File: src/rtl/dmem_arbiter.sv
// dmem_arbiter: shares one single-port data RAM between the MEM stage and a word-wide
// loader port. Round-robin arbitration, byte/half/word lane steering on stores, sign/zero
// extension on loads, and misalign/range/command error detection for the CPU side.
module dmem_arbiter #(
    parameter int unsigned DM_MEM_DEPTH = 4096,
    parameter int unsigned DATA_WIDTH   = 32,
    parameter int unsigned RAM_LATENCY  = 1,
    localparam int unsigned AW          = $clog2(DM_MEM_DEPTH)
) (
    input  logic                  clk,
    input  logic                  rstN,
    input  logic                  cpu_rd,
    input  logic                  cpu_wr,
    input  logic [2:0]            cpu_func3,
    input  logic [31:0]           cpu_addr,
    input  logic [DATA_WIDTH-1:0] cpu_wdata,
    output logic [DATA_WIDTH-1:0] cpu_rdata,
    output logic                  cpu_ready,
    output logic                  cpu_err,
    input  logic                  ld_req,
    input  logic                  ld_we,
    input  logic [AW-1:0]         ld_addr,
    input  logic [DATA_WIDTH-1:0] ld_wdata,
    output logic                  ld_gnt,
    output logic                  ld_rvalid,
    output logic [DATA_WIDTH-1:0] ld_rdata,
    output logic                  ram_en,
    output logic [3:0]            ram_we,
    output logic [AW-1:0]         ram_addr,
    output logic [DATA_WIDTH-1:0] ram_wdata,
    input  logic [DATA_WIDTH-1:0] ram_rdata
);

    typedef enum logic [2:0] {
        Idle, CpuIssue, CpuWait, CpuDone, LdIssue, LdWait
    } arbStateT;

    localparam logic GrantLd  = 1'b0;
    localparam logic GrantCpu = 1'b1;

    arbStateT    stateQ;
    logic        lastGrantQ;
    logic [2:0]  waitCntQ;
    logic [1:0]  offQ;
    logic [2:0]  func3Q;
    logic        storeQ;
    logic        errQ;
    logic        ldWeQ;
    logic [31:0] cpuRdataQ;
    logic        cpuErrQ;
    logic        ldGntQ;
    logic        ldRvalidQ;
    logic [31:0] ldRdataQ;
    logic        ramEnQ;
    logic [3:0]  ramWeQ;
    logic [AW-1:0] ramAddrQ;
    logic [31:0] ramWdataQ;

    logic        cpuReq;
    logic        funcOk;
    logic        misalign;
    logic        outOfRange;
    logic        cpuErrNow;
    logic [3:0]  storeWe;
    logic [31:0] storeData;
    logic [31:0] laneData;
    logic [31:0] loadExt;
    logic        waitDone;

    assign cpuReq     = cpu_rd | cpu_wr;
    assign misalign   = (cpu_func3[1:0] == 2'b01 && cpu_addr[0]) ||
                        (cpu_func3[1:0] == 2'b10 && cpu_addr[1:0] != 2'b00);
    assign outOfRange = {2'b00, cpu_addr[31:2]} >= DM_MEM_DEPTH;
    assign cpuErrNow  = ~funcOk | misalign | outOfRange | (cpu_rd & cpu_wr);
    assign waitDone   = waitCntQ == 3'(RAM_LATENCY - 1);
    assign laneData   = ram_rdata >> {offQ, 3'b000};

    // Decode legal func3 encodings and build the lane-steered store strobe and data.
    always_comb begin
        funcOk    = 1'b0;
        storeWe   = 4'b1111;
        storeData = cpu_wdata;
        case (cpu_func3)
            3'b000, 3'b001, 3'b010, 3'b100, 3'b101: funcOk = 1'b1;
            default: funcOk = 1'b0;
        endcase
        case (cpu_func3[1:0])
            2'b00: begin
                storeWe   = 4'b0001 << cpu_addr[1:0];
                storeData = {4{cpu_wdata[7:0]}};
            end
            2'b01: begin
                storeWe   = 4'b0011 << cpu_addr[1:0];
                storeData = {2{cpu_wdata[15:0]}};
            end
            default: ;
        endcase
    end

    // Pick the addressed lane of the returning word and extend it; func3[2] means unsigned.
    always_comb begin
        case (func3Q[1:0])
            2'b00:   loadExt = {{24{laneData[7] & ~func3Q[2]}}, laneData[7:0]};
            2'b01:   loadExt = {{16{laneData[15] & ~func3Q[2]}}, laneData[15:0]};
            default: loadExt = laneData;
        endcase
    end

    // Arbitration and access sequencing; every output is registered on the state transition.
    always_ff @(posedge clk or negedge rstN) begin
        if (!rstN) begin
            stateQ     <= Idle;
            lastGrantQ <= GrantLd;
            waitCntQ   <= '0;
            offQ       <= '0;
            func3Q     <= '0;
            storeQ     <= 1'b0;
            errQ       <= 1'b0;
            ldWeQ      <= 1'b0;
            cpuRdataQ  <= '0;
            cpuErrQ    <= 1'b0;
            ldGntQ     <= 1'b0;
            ldRvalidQ  <= 1'b0;
            ldRdataQ   <= '0;
            ramEnQ     <= 1'b0;
            ramWeQ     <= '0;
            ramAddrQ   <= '0;
            ramWdataQ  <= '0;
        end else begin
            ramEnQ    <= 1'b0;
            ramWeQ    <= '0;
            ldGntQ    <= 1'b0;
            ldRvalidQ <= 1'b0;
            cpuErrQ   <= 1'b0;
            case (stateQ)
                Idle: begin
                    if (cpuReq && (!ld_req || lastGrantQ == GrantLd)) begin
                        stateQ <= CpuIssue;
                        offQ   <= cpu_addr[1:0];
                        func3Q <= cpu_func3;
                        storeQ <= cpu_wr;
                        errQ   <= cpuErrNow;
                        if (!cpuErrNow) begin
                            ramEnQ   <= 1'b1;
                            ramAddrQ <= cpu_addr[AW+1:2];
                            if (cpu_wr) begin
                                ramWeQ    <= storeWe;
                                ramWdataQ <= storeData;
                            end
                        end
                    end else if (ld_req) begin
                        stateQ     <= LdIssue;
                        lastGrantQ <= GrantLd;
                        ldGntQ     <= 1'b1;
                        ldWeQ      <= ld_we;
                        ramEnQ     <= 1'b1;
                        ramAddrQ   <= ld_addr;
                        ramWeQ     <= ld_we ? 4'b1111 : 4'b0000;
                        ramWdataQ  <= ld_wdata;
                    end
                end
                CpuIssue: begin
                    if (errQ) begin
                        stateQ    <= CpuDone;
                        cpuErrQ   <= 1'b1;
                        cpuRdataQ <= '0;
                    end else if (storeQ) begin
                        stateQ <= CpuDone;
                    end else begin
                        stateQ   <= CpuWait;
                        waitCntQ <= '0;
                    end
                end
                CpuWait: begin
                    if (waitDone) begin
                        stateQ    <= CpuDone;
                        cpuRdataQ <= loadExt;
                    end else begin
                        waitCntQ <= waitCntQ + 3'd1;
                    end
                end
                CpuDone: begin
                    stateQ     <= Idle;
                    lastGrantQ <= GrantCpu;
                end
                LdIssue: begin
                    if (ldWeQ) begin
                        stateQ <= Idle;
                    end else begin
                        stateQ   <= LdWait;
                        waitCntQ <= '0;
                    end
                end
                LdWait: begin
                    if (waitDone) begin
                        stateQ    <= Idle;
                        ldRdataQ  <= ram_rdata;
                        ldRvalidQ <= 1'b1;
                    end else begin
                        waitCntQ <= waitCntQ + 3'd1;
                    end
                end
                default: stateQ <= Idle;
            endcase
        end
    end

    // Ready is high when idle with nothing pending, or for the single completion cycle.
    assign cpu_ready = (stateQ == CpuDone) || (stateQ == Idle && !cpuReq);
    assign cpu_rdata = cpuRdataQ;
    assign cpu_err   = cpuErrQ;
    assign ld_gnt    = ldGntQ;
    assign ld_rvalid = ldRvalidQ;
    assign ld_rdata  = ldRdataQ;
    assign ram_en    = ramEnQ;
    assign ram_we    = ramWeQ;
    assign ram_addr  = ramAddrQ;
    assign ram_wdata = ramWdataQ;

endmodule

File: config.mk
export PLATFORM = sky130hd
export DESIGN_NAME = dmem_arbiter
export DESIGN_NICKNAME = d
export VERILOG_FILES = /design/src/rtl/dmem_arbiter.sv
export SDC_FILE = /design/constraint.sdc
export NUM_CORES = 1
export LEC_CHECK = 0
export ABC_CLOCK_PERIOD_IN_PS = 6800
export CORE_ASPECT_RATIO = 0.75
export CORE_MARGIN = 2
export CORE_UTILIZATION = 47
export DETAILED_ROUTE_END_ITERATION = 8
export PLACE_DENSITY = 0.83
export SLEW_MARGIN = 10
export SYNTH_ARGS = -nofsm -noshare
export SYNTH_HDL_FRONTEND = slang
export SYNTH_SLANG_ARGS = --single-unit
File: constraint.sdc
create_clock -name clk -period 6.8 [get_ports clk]
set_clock_uncertainty 0.2 [all_clocks]
set_input_delay 1.02 -clock clk [delete_from_list [all_inputs] [get_ports clk]]
set_output_delay 1.02 -clock clk [all_outputs]
set_load 0.01 [all_outputs]
Word-level counts from Yosys, hierarchy flattened
Cells that the tools add are included.
- logic and storage cells: 133
- input port bits: 149
- bits in registers: 131
- output and inout port bits: 117
- add/subtract/negate cells: 1
- reductions and logical operators: 30
- order comparisons: 1
- shift operators: 3
- bitwise logic cells: 11
- equality and inequality tests: 24
- mux-type cells: 46
- operators by type and width (operator ; number):
    two-way mux 32 bit ; 6
    one-hot mux 32 bit (2 select lines) ; 3
    two-way mux 12 bit ; 3
    right shift 32 x 5 -> 32 bit ; 1
    greater-or-equal comparator 30 x 13 -> 1 bit (second input constant) ; 1
    two-way mux 3 bit ; 9
    two-way mux 4 bit ; 6
    != test 2 bit (second input constant) ; 11
    two-way mux 1 bit ; 15
    one-hot mux 3 bit (5 select lines) ; 1
    AND reduction 3 bit ; 5
    equality test 3 bit (second input constant) ; 4
    equality test 3 x 2 -> 1 bit (second input constant) ; 3
    zero test 3 bit ; 3
    one-hot mux 3 bit (3 select lines) ; 1
    one-hot mux 4 bit (2 select lines) ; 1
    nonzero test 2 bit ; 4
    equality test 3 x 1 -> 1 bit (second input constant) ; 2
    AND reduction 5 bit ; 1
    OR reduction 5 bit ; 1
    equality test 2 x 1 -> 1 bit (second input constant) ; 2
    logical AND 1 bit ; 4
    zero test 2 bit ; 2
    NOT 1 bit ; 4
    14 further kinds ; 23

Depth between registers and ports, before layout
Gate-level depths: netlist of the first run.
- depth in word-level cells: 10
- gate-level depth with buffers: 9
- mapped depth without buffers: 7

Worst setup path before layout of the first run
Ideal clock, no wire load.
- path kind: input to output
- from: input cpu_wr
- to: output cpu_ready
- buffers on the path: 1
- setup slack: 3.934 ns
- stages: 4
- arrival: 1.646 ns
- cell sequence: buf_2 -> nor4_1 -> a21oi_1 -> nor2_1
- longest elaborated chain between the ends: 4
- ends and longest elaborated chain (element ; RTL line ; RTL):
    from (decl) ; 13 ; input logic cpu_wr,
    bitwise OR 1 bit ; 70 ; assign cpuReq = cpu_rd | cpu_wr;
    zero test 1 bit ; 209 ; assign cpu_ready = (stateQ == CpuDone) || (stateQ == Idle && !cpuReq);
    logical AND 1 bit ; 209 ;
    logical OR 1 bit ; 209 ;
    to (decl) ; 18 ; output logic cpu_ready,
Every way passes these cells.

Worst setup path after layout of the first run
Ends and elaborated chain as after synthesis.

==> out/qor.yml, run 1 <==
status: "finished, final reports clean"
htreeDepth: 4
cts_buffer_depth: 2
die-height_um: 105
clock_sinks: 131
cts_tree: "built"
path_max_fanout: 12
p_leak_nw: 4.02
async_reset_ff_share_pct: 100
setup_viol: 0
use_met2_pct: 45.1
cts-root-buf: "clkbuf_16"
synth_fp_nets: 732
num_vias: 5897
grt_setup_unrepaired: "no"
place_hpwl_um: 15700
met1_usage_pct: 40.8
synth_area_leader_cell: "dfrtp_1"
grt_start_max_net_pins: 67
portBuffers: 265
grt_busiest_layer: "met2"
ctsResizeCount: 0
grt.total_usage_pct: 28.7
critical_path_class: "in2out"
num-nets-final: 978
synth_edf_count: 0
n_antenna_cell: 0
clk_pin_slew_ns: 0.06
syn-cell-area_um2: 6400
synth.avg_cell_area_um2: 11.0
ant_nets: 0
layout.cells.non_filler: 1010
synth_commonest_cells: "dfrtp_1, nand2_1, mux2i_1"
ios: 266
hold_class: "reg2reg"
drc: 0
layout-drive-gt1-share_pct: 10.6
grt_pass1_vias: 5732
fp.dieW_um: 139
avgViaCountPerCell: 5.84
critPathArrivalTime_ns: 2.79
rows: 36
area_growth_pct: 50.8
synth_flop_cell: "dfrtp_1"
cts_setup_buffers: 0
ys_warn_count: 0
dp_cells: 979
dr.pass1.iters: 6
min_path_cells: 2
yosys.area.top_type_share_pct: 51.2
max-vdd-ir-drop_mv: 0.267
power_density_nw_per_um2: 430
ys_seq_elements: 131
final_max_slew_viol_count: 0
antenna_found_initial: 0
synth_area_leaders: "dfrtp_1, mux2_2, mux2i_1"
die_area_um2: 14600
required_ns: 5.58
clock.fmax_mhz: 249
core_area_um2: 13200
maxCapViolations: 0
rr_worst_depth: 7
min_period_ns: 4.01
routabilityCongestion: 0.957
initial_core_util_pct: 48.6
synthCells: 581
grt_use_met3_pct: 5.82
wl_per_cell_um: 20.9
end_kind: "output pin"
start_kind: "primary input"
ctsHoldBuffers: 0
drt_iter0_drc: 744
ys_types: 52
tightest_slew_ns: 1.18
fin_crit_sh_pct: 59.0
cts_buffers: 17
hold_viol_final: 0
ys_seq_area_share_pct: 51.2
synth.most_common_cell: "dfrtp_1"
clock_latency_ns: 0.41
slew_headroom_pct: 21.6
wl_um: 21100
grt_first_pass_wirelength_um: 32600
fin_tns_setup_ns: 0
gr-total-overflow: 0
## layer usage
layer,up-vias,wire (um)
met5,-,0
li1,2653,-
met4,0,339
met2,313,10100
met1,2889,9270
met3,42,1420
## cell families (layout without fill, tap and decap cells)
| kind of cell | count (synthesis) | count (layout) | share of synthesized area, % |
|---|---|---|---|
| AND/OR/NAND/NOR | 142 | 142 | 11.3 |
| multiplexers | 90 | 90 | 15.2 |
| adder cells (fa/ha/maj) | 2 | 2 | 0.391 |
| buffers and inverters | 72 | 330 | 5.16 |
| flip-flops | 131 | 131 | 51.2 |
| AO/OA/AOI/OAI | 144 | 144 | 16.7 |
## power breakdown
part	total, W	switching (W)	internal [W]
clock	0.000888	0.000334	0.000554
sequential	0.00138	0.000253	0.00112
combinational	0.00188	0.000858	0.00102
total	0.00415	0.00145	0.00270
## cell type report
class                   instances  area, um^2
clock buffers                  21         460
clock inverters                10         109
fillers                       873        3500
inverters                      30         113
multi-input cells             378        2800
flip-flops and latches        131        3280
well taps                     171         214
repair buffers                269        2680
## state kept, by name, indices dropped and copies added (netlist names), 2 cells and up
signal / flops
offQ: 2
stateQ: 3
ld_rdata: 32
func3Q: 3
ram_we: 4
ram_wdata: 32
waitCntQ: 3
ram_addr: 12
cpu_rdata: 32
## worst max-delay path: stages
cell             delay [ns]
clkdlybuf4s50_1        0.65
nor4_1                 0.37
a21oi_1                0.07
nor2_1                 0.11
clkdlybuf4s50_1        0.58
## cells in the final DEF, fill, tap and decap left out, types with 12 or more instances in the layout
| master | Yosys | routed |
|---|---|---|
| a21oi_1 | 30 | 29 |
| a221o_1 | 16 | 16 |
| a2bb2oi_1 | 12 | 12 |
| clkbuf_16 | 0 | 17 |
| clkdlybuf4s50_1 | 0 | 264 |
| dfrtp_1 | 131 | 131 |
| inv_1 | 29 | 29 |
| mux2_2 | 39 | 39 |
| mux2i_1 | 41 | 41 |
| nand2_1 | 53 | 53 |
| nand3_1 | 18 | 18 |
| nor2_1 | 29 | 28 |
| o21ai_0 | 16 | 16 |
| o221ai_1 | 17 | 17 |
| o22ai_1 | 13 | 13 |
## metrics by stage
step | cell area (um^2) | util (%) | worst slack [ns] | hold WS (ns) | power [W]
2_1_floorplan | 6400 | - | 3.93 | 0.247 | 0.00233
3_3_place_gp | 9080 | 69.0 | 2.77 | 0.267 | 0.00319
3_5_place_dp | 9080 | 69.0 | 2.61 | 0.271 | 0.00325
4_1_cts | 9650 | 73.4 | 2.81 | 0.290 | 0.00415
5_1_grt | 9650 | 73.4 | 2.62 | 0.301 | 0.00435
6_report | 9650 | 73.4 | 2.79 | 0.292 | 0.00415
## worst paths after layout
| path | endpoint | slack (ns) | start |
|---|---|---|---|
| max in group asynchronous | cpu_rdata[11]$_DFFE_PN0P_ | 4.56 | rstN |
| min | storeQ$_DFFE_PN0P_ | 0.29 | storeQ$_DFFE_PN0P_ |
| max reg2reg | cpu_rdata[31]$_DFFE_PN0P_ | 3.42 | waitCntQ[0]$_DFFE_PN0P_ |
| min reg2reg | storeQ$_DFFE_PN0P_ | 0.29 | storeQ$_DFFE_PN0P_ |
| min in group asynchronous | ram_addr[3]$_DFFE_PN0P_ | 0.51 | rstN |
| max | cpu_ready | 2.79 | cpu_wr |
Note: power is estimated with default switching activity, not from simulation.
==> run 2, diff against run 1 <==
- ABC_CLOCK_PERIOD_IN_PS: 6800 -> 3500
- CORE_UTILIZATION: 47 -> 39
- PLACE_DENSITY: 0.83 -> 0.73
- clock period: 6.8 -> 3.5 ns (I/O delays scaled with it)
==> out/qor.yml, run 2 (synthesis results as in run 1) <==
status: "finished, final reports clean"
num_vias: 5809  # -1.5%
die_area_um2: 17500  # +20%
fin_ws_ns: 0.663  # -2.12 ns
mostFrequentLayoutCells: "clkdlybuf4s50_1, dfrtp_1, nand2_1"
initial_core_util_pct: 40.0  # -8.7 points
combPwrFrac_pct: 45.6  # +0.2 points
final_area_um2: 9820  # +1.7%
required_ns: 2.77  # -2.81 ns
slew_headroom_pct: 36.4  # +15 points
p_leak_nw: 4.08  # +1.6%
switching_share_pct: 34.6  # -0.29 points
final_common_cell: "clkdlybuf4s50_1"
pwr-share-seq_pct: 32.7  # -0.5 points
area_growth_pct: 53.4
dpl_worst_slack_ns: 0.313  # -2.30 ns
fp.dieW_um: 152  # +9.5%
path_max_fanout: 5  # -7
grt_setup_unrepaired: "no"
power.switching_w: 0.00282  # +95%
cts-root-buf: "clkbuf_16"
layout.cells.non_filler: 1061  # +5.0%
die-height_um: 115  # +9.4%
p_int_w: 0.00533  # +97%
pwr-share-clk_pct: 21.7  # +0.3 points
dr.pass1.iters: 6  # unchanged
routabilityCongestion: 0.900  # -5.9%
postPlaceCellArea_um2: 9230  # +1.6%
clock_sinks: 131  # unchanged
tightest_slew_ns: 0.950  # -0.226 ns
grt_pass1_vias: 5897  # +2.9%
cts_setup_buffers: 0  # unchanged
ios: 266  # unchanged
maxCapViolations: 0  # unchanged
rows: 40  # +11%
fin_crit_sh_pct: 81.0
grt_start_max_net_pins: 69  # +3.0%
clk_pin_slew_ns: 0.06  # about the same
avgViaCountPerCell: 5.48  # -6.2%
drc: 0  # unchanged
cts_tree: "built"
critical_path_class: "in2out"
drt_iter0_drc: 374  # -50%
cts_buffers: 17  # unchanged
wl_um: 21400  # +1.2%
power_w: 0.00815  # +97%
grt_first_pass_wirelength_um: 32900  # +0.74%
rr_worst_depth: 7  # unchanged
critPathArrivalTime_ns: 2.11  # -0.68 ns
n_antenna_cell: 0  # unchanged
gr-total-overflow: 0  # unchanged
ctsHoldBuffers: 0  # unchanged
clock_latency_ns: 0.42  # about the same
setup_viol: 0  # unchanged
hold_class: "in2async"
r2r_end: "cpu_rdata[31]$_DFFE_PN0P_"
final_max_slew_viol_count: 0  # unchanged
fin_tns_setup_ns: 0  # unchanged
timing.rr.start: "waitCntQ[0]$_DFFE_PN0P_"
ctsResizeCount: 0  # unchanged
antenna_found_initial: 0  # unchanged
ant_nets: 0  # unchanged
rrSetupSlack_ns: 0.77  # -2.65 ns
wl_per_cell_um: 20.2  # -3.6%
core_area_um2: 16000  # +22%
max-vdd-ir-drop_mv: 0.445  # +67%
place_hpwl_um: 16400  # +4.0%
dp_cells: 1029  # +5.1%
nFillCells: 1283  # +47%
cts_buffer_depth: 2  # unchanged
clock.fmax_mhz: 353
hold_viol_final: 0  # unchanged
start_kind: "primary input"
grt.total_usage_pct: 24.3  # -4.4 points
power_density_nw_per_um2: 830  # +93%
end_kind: "output pin"
portBuffers: 265  # unchanged
min_period_ns: 2.84
num-nets-final: 989  # +1.1%
htreeDepth: 4  # unchanged
layout-drive-gt1-share_pct: 11.9  # +1.3 points
[run 2: cell count changes in the layout (fill, tap and decap cells not counted)]
cell / change
buf_4: +10
clkbuf_8: +2
buf_12: +1
clkinv_2: -1
clkinv_4: -1
clkinvlp_4: +1
[run 2: worst max-delay path by stage]
stage | startpoint | endpoint | slack, ns | cells past startpoint
5_1_grt | cpu_rd | cpu_ready | 0.51 | 5
4_1_cts | cpu_rd | cpu_ready | 0.64 | 5
3_5_place_dp | cpu_addr[0] | ram_wdata[0]$_DFFE_PN0P_ | 0.31 | 6
6_report | cpu_rd | cpu_ready | 0.66 | 5
2_1_floorplan | waitCntQ[0]$_DFFE_PN0P_ | cpu_rdata[24]$_DFFE_PN0P_ | 1.28 | 8
3_3_place_gp | cpu_addr[0] | ram_wdata[5]$_DFFE_PN0P_ | 0.41 | 6
[run 2: final cells by class]
cell class	count	area, um^2	share of cell area [%]
Clock buffer	23	488	4.97
Clock inverter	9	103	1.05
Inverter	30	113	1.15
Timing Repair Buffer	280	2780	28.3
Tap cell	210	263	2.68
Sequential cell	131	3280	33.4
Multi-Input combinational cell	378	2800	28.5
[run 2: power by group through the flow]
stage	Sequential [W]	Combinational (W)	Clock (W)
finish	0.00266	0.00372	0.00177
floorplan	0.00282	0.00171	0
detailed placement	0.00267	0.00371	0
global route	0.00274	0.00397	0.00187
global placement	0.00264	0.00364	0
CTS	0.00266	0.00373	0.00180
[run 2: worst max-delay path, stage by stage]
cell and delay, ns:
clkdlybuf4s50_1 0.51, nor4_1 0.30, a21oi_1 0.06, nor2_1 0.14, clkdlybuf4s50_1 0.58
[run 2: through the flow]
stage,util [%],hold WS (ns)
floorplan,-,0.0294
global placement,57.6,0.272
detailed placement,57.6,0.270
CTS,61.3,0.0630
global route,61.3,0.0993
finish,61.3,0.0303
[run 2: layer usage]
layer  track usage [%]  vias to the layer above  part of all wire [%]
met3              5.65                       35                   6.0
met1              33.1                     2880                    45
met4              9.53                        0                   2.2
met5                 0                        -                     0
met2              38.3                      234                    47
li1                  -                     2660                     -
==> run 3, diff against run 2 <==
- ABC_CLOCK_PERIOD_IN_PS: 3500 -> 2380
- clock period: 3.5 -> 2.38 ns (I/O delays scaled with it)
==> out/qor.yml, run 3 (synthesis results as in run 1) <==
critPathBufInv: 1  # -1
mostFrequentLayoutCells: "clkdlybuf4s50_1, dfrtp_1, nand2_1"
hold_viol_final: 0  # unchanged
p_leak_nw: 4.34  # +6.3%
nFillCells: 1237  # -3.6%
dpl_worst_slack_ns: -0.392  # -0.705 ns
cts_buffer_depth: 2  # unchanged
clock.fmax_mhz: 440
final_max_slew_viol_count: 0  # unchanged
num-nets-final: 1029  # +4.0%
place_hpwl_um: 16700  # +2.3%
hold-worst-slack_ns: 0.288  # +0.258 ns
drt_iter0_drc: 400  # +7.0%
gr-total-overflow: 0  # unchanged
tightest_slew_ns: 0.900  # -0.0505 ns
path_max_fanout: 8  # +3
n_antenna_cell: 0  # unchanged
ios: 266  # unchanged
start_kind: "primary input"
wl_per_cell_um: 20.0  # -0.86%
drc: 0  # unchanged
avgViaCountPerCell: 5.47  # -0.15%
num_vias: 6019  # +3.6%
cp_slowest_cell: "clkdlybuf4s50_1"
layout.cells.non_filler: 1101  # +3.8%
end_kind: "flip-flop"
maxCapViolations: 0  # unchanged
required_ns: 2.44  # -0.33 ns
fin_tns_setup_ns: 0  # unchanged
critical_path_class: "in2reg"
cts_tree: "built"
fin_ws_ns: 0.109  # -0.554 ns
layout-drive-gt1-share_pct: 16.3  # +4.4 points
clk_pin_slew_ns: 0.06  # about the same
fin_crit_sh_pct: 95.4
hold_class: "reg2reg"
fp.dieW_um: 152  # unchanged
worstPathCellList: "clkdlybuf4s50_1 > nand2_1 > o2111a_1 > and3_1 > o21ai_1 > a221oi_1"
htreeDepth: 4  # unchanged
wl_um: 22000  # +2.9%
slew_headroom_pct: 39.8  # +3.4 points
die_area_um2: 17500  # unchanged
grt.total_usage_pct: 25.3  # +0.92 points
core_area_um2: 16000  # unchanged
antenna_found_initial: 0  # unchanged
cts_buffers: 17  # unchanged
max_stage_delay_ns: 0.58  # about the same
status: "finished, final reports clean"
critPathArrivalTime_ns: 2.33  # +0.22 ns
setup_viol: 0  # unchanged
ant_nets: 0  # unchanged
dr.pass1.iters: 5  # -1
grt_start_max_net_pins: 132  # +91%
grt_setup_unrepaired: "yes"
area_growth_pct: 60.4
die-height_um: 115  # unchanged
power_w: 0.0124  # +52%
cts-root-buf: "clkbuf_16"
rows: 40  # unchanged
initial_core_util_pct: 40.0  # unchanged
routabilityCongestion: 0.924  # +2.7%
crit_family: "compound AO/OA/AOI/OAI gates"
power_density_nw_per_um2: 1210  # +46%
portBuffers: 265  # unchanged
max-vdd-ir-drop_mv: 0.573  # +29%
grt_first_pass_wirelength_um: 34200  # +4.2%
grt_pass1_vias: 6084  # +3.2%
clock_latency_ns: 0.42  # about the same
dp_cells: 1067  # +3.7%
final_common_cell: "clkdlybuf4s50_1"
min_period_ns: 2.27
clock_sinks: 131  # unchanged
## run 3: cell types whose count changed in the layout (fill, tap and decap cells not counted), moves of 2 or more
cell | before | now
buf_12 | 1 | 8
clkinv_4 | 0 | 3
buf_4 | 15 | 47
clkbuf_1 | 2 | 0
clkbuf_8 | 4 | 2
## run 3: layout make-up
| type | instances | area, um^2 | share of cell area, % |
|---|---|---|---|
| Sequential cell | 131 | 3280 | 32.0 |
| Timing Repair Buffer | 320 | 3160 | 30.8 |
| Multi-Input combinational cell | 378 | 2830 | 27.6 |
| Clock buffer | 19 | 453 | 4.41 |
| Tap cell | 210 | 263 | 2.56 |
| Clock inverter | 13 | 159 | 1.55 |
| Inverter | 30 | 113 | 1.10 |
## run 3: path summary, 6_finish.rpt
path | start | endpoint | slack, ns | cells after the start
setup / recovery | cpu_func3[0] | ram_wdata[30]$_DFFE_PN0P_ | 0.11 | 6
min in group asynchronous | rstN | ram_addr[3]$_DFFE_PN0P_ | 0.37 | 3
setup reg to reg | offQ[1]$_DFFE_PN0P_ | cpu_rdata[31]$_DFFE_PN0P_ | 0.20 | 5
max in group asynchronous | rstN | ram_wdata[15]$_DFFE_PN0P_ | 1.02 | 3
hold / removal | ld_rdata[23]$_DFFE_PN0P_ | ld_rdata[23]$_DFFE_PN0P_ | 0.29 | 1
hold reg to reg | ld_rdata[23]$_DFFE_PN0P_ | ld_rdata[23]$_DFFE_PN0P_ | 0.29 | 1
## run 3: worst reg2reg max path: cells and delay by family, from the launching register on
kind	cells	cell delay, ns
AOI/OAI and AO/OA	1	0.27
muxes	2	0.82
DFF	1	0.55
buffers and inverters	1	0.15
and+or+nand+nor	1	0.07
## run 3: where the power goes
group | switching (W) | total (W) | internal (W)
sequential | 0.000657 | 0.00387 | 0.00322
clock | 0.00101 | 0.00271 | 0.00170
combinational | 0.00261 | 0.00583 | 0.00323
total | 0.00427 | 0.0124 | 0.00814
## run 3: per-stage QoR
step | instance area, um^2 | util (%)
2_1_floorplan | 6400 | -
3_3_place_gp | 9590 | 59.9
3_5_place_dp | 9590 | 59.9
4_1_cts | 10200 | 63.7
5_1_grt | 10300 | 64.1
6_report | 10300 | 64.1
## run 3: per-layer routing
layer,part of all wire (%),global-route usage [%]
met1,45,34.8
met2,47,40.2
met3,5.8,5.50
met4,2.1,8.22
met5,0,0
## run 3: what timing repair did
item	4_1_cts	5_1_grt
hold buffers	1	0
setup endpoints to repair	1	40
setup buffers	0	1
gates resized for setup	2	5
pin swaps	0	2
endpoints found under the hold margin	131	0
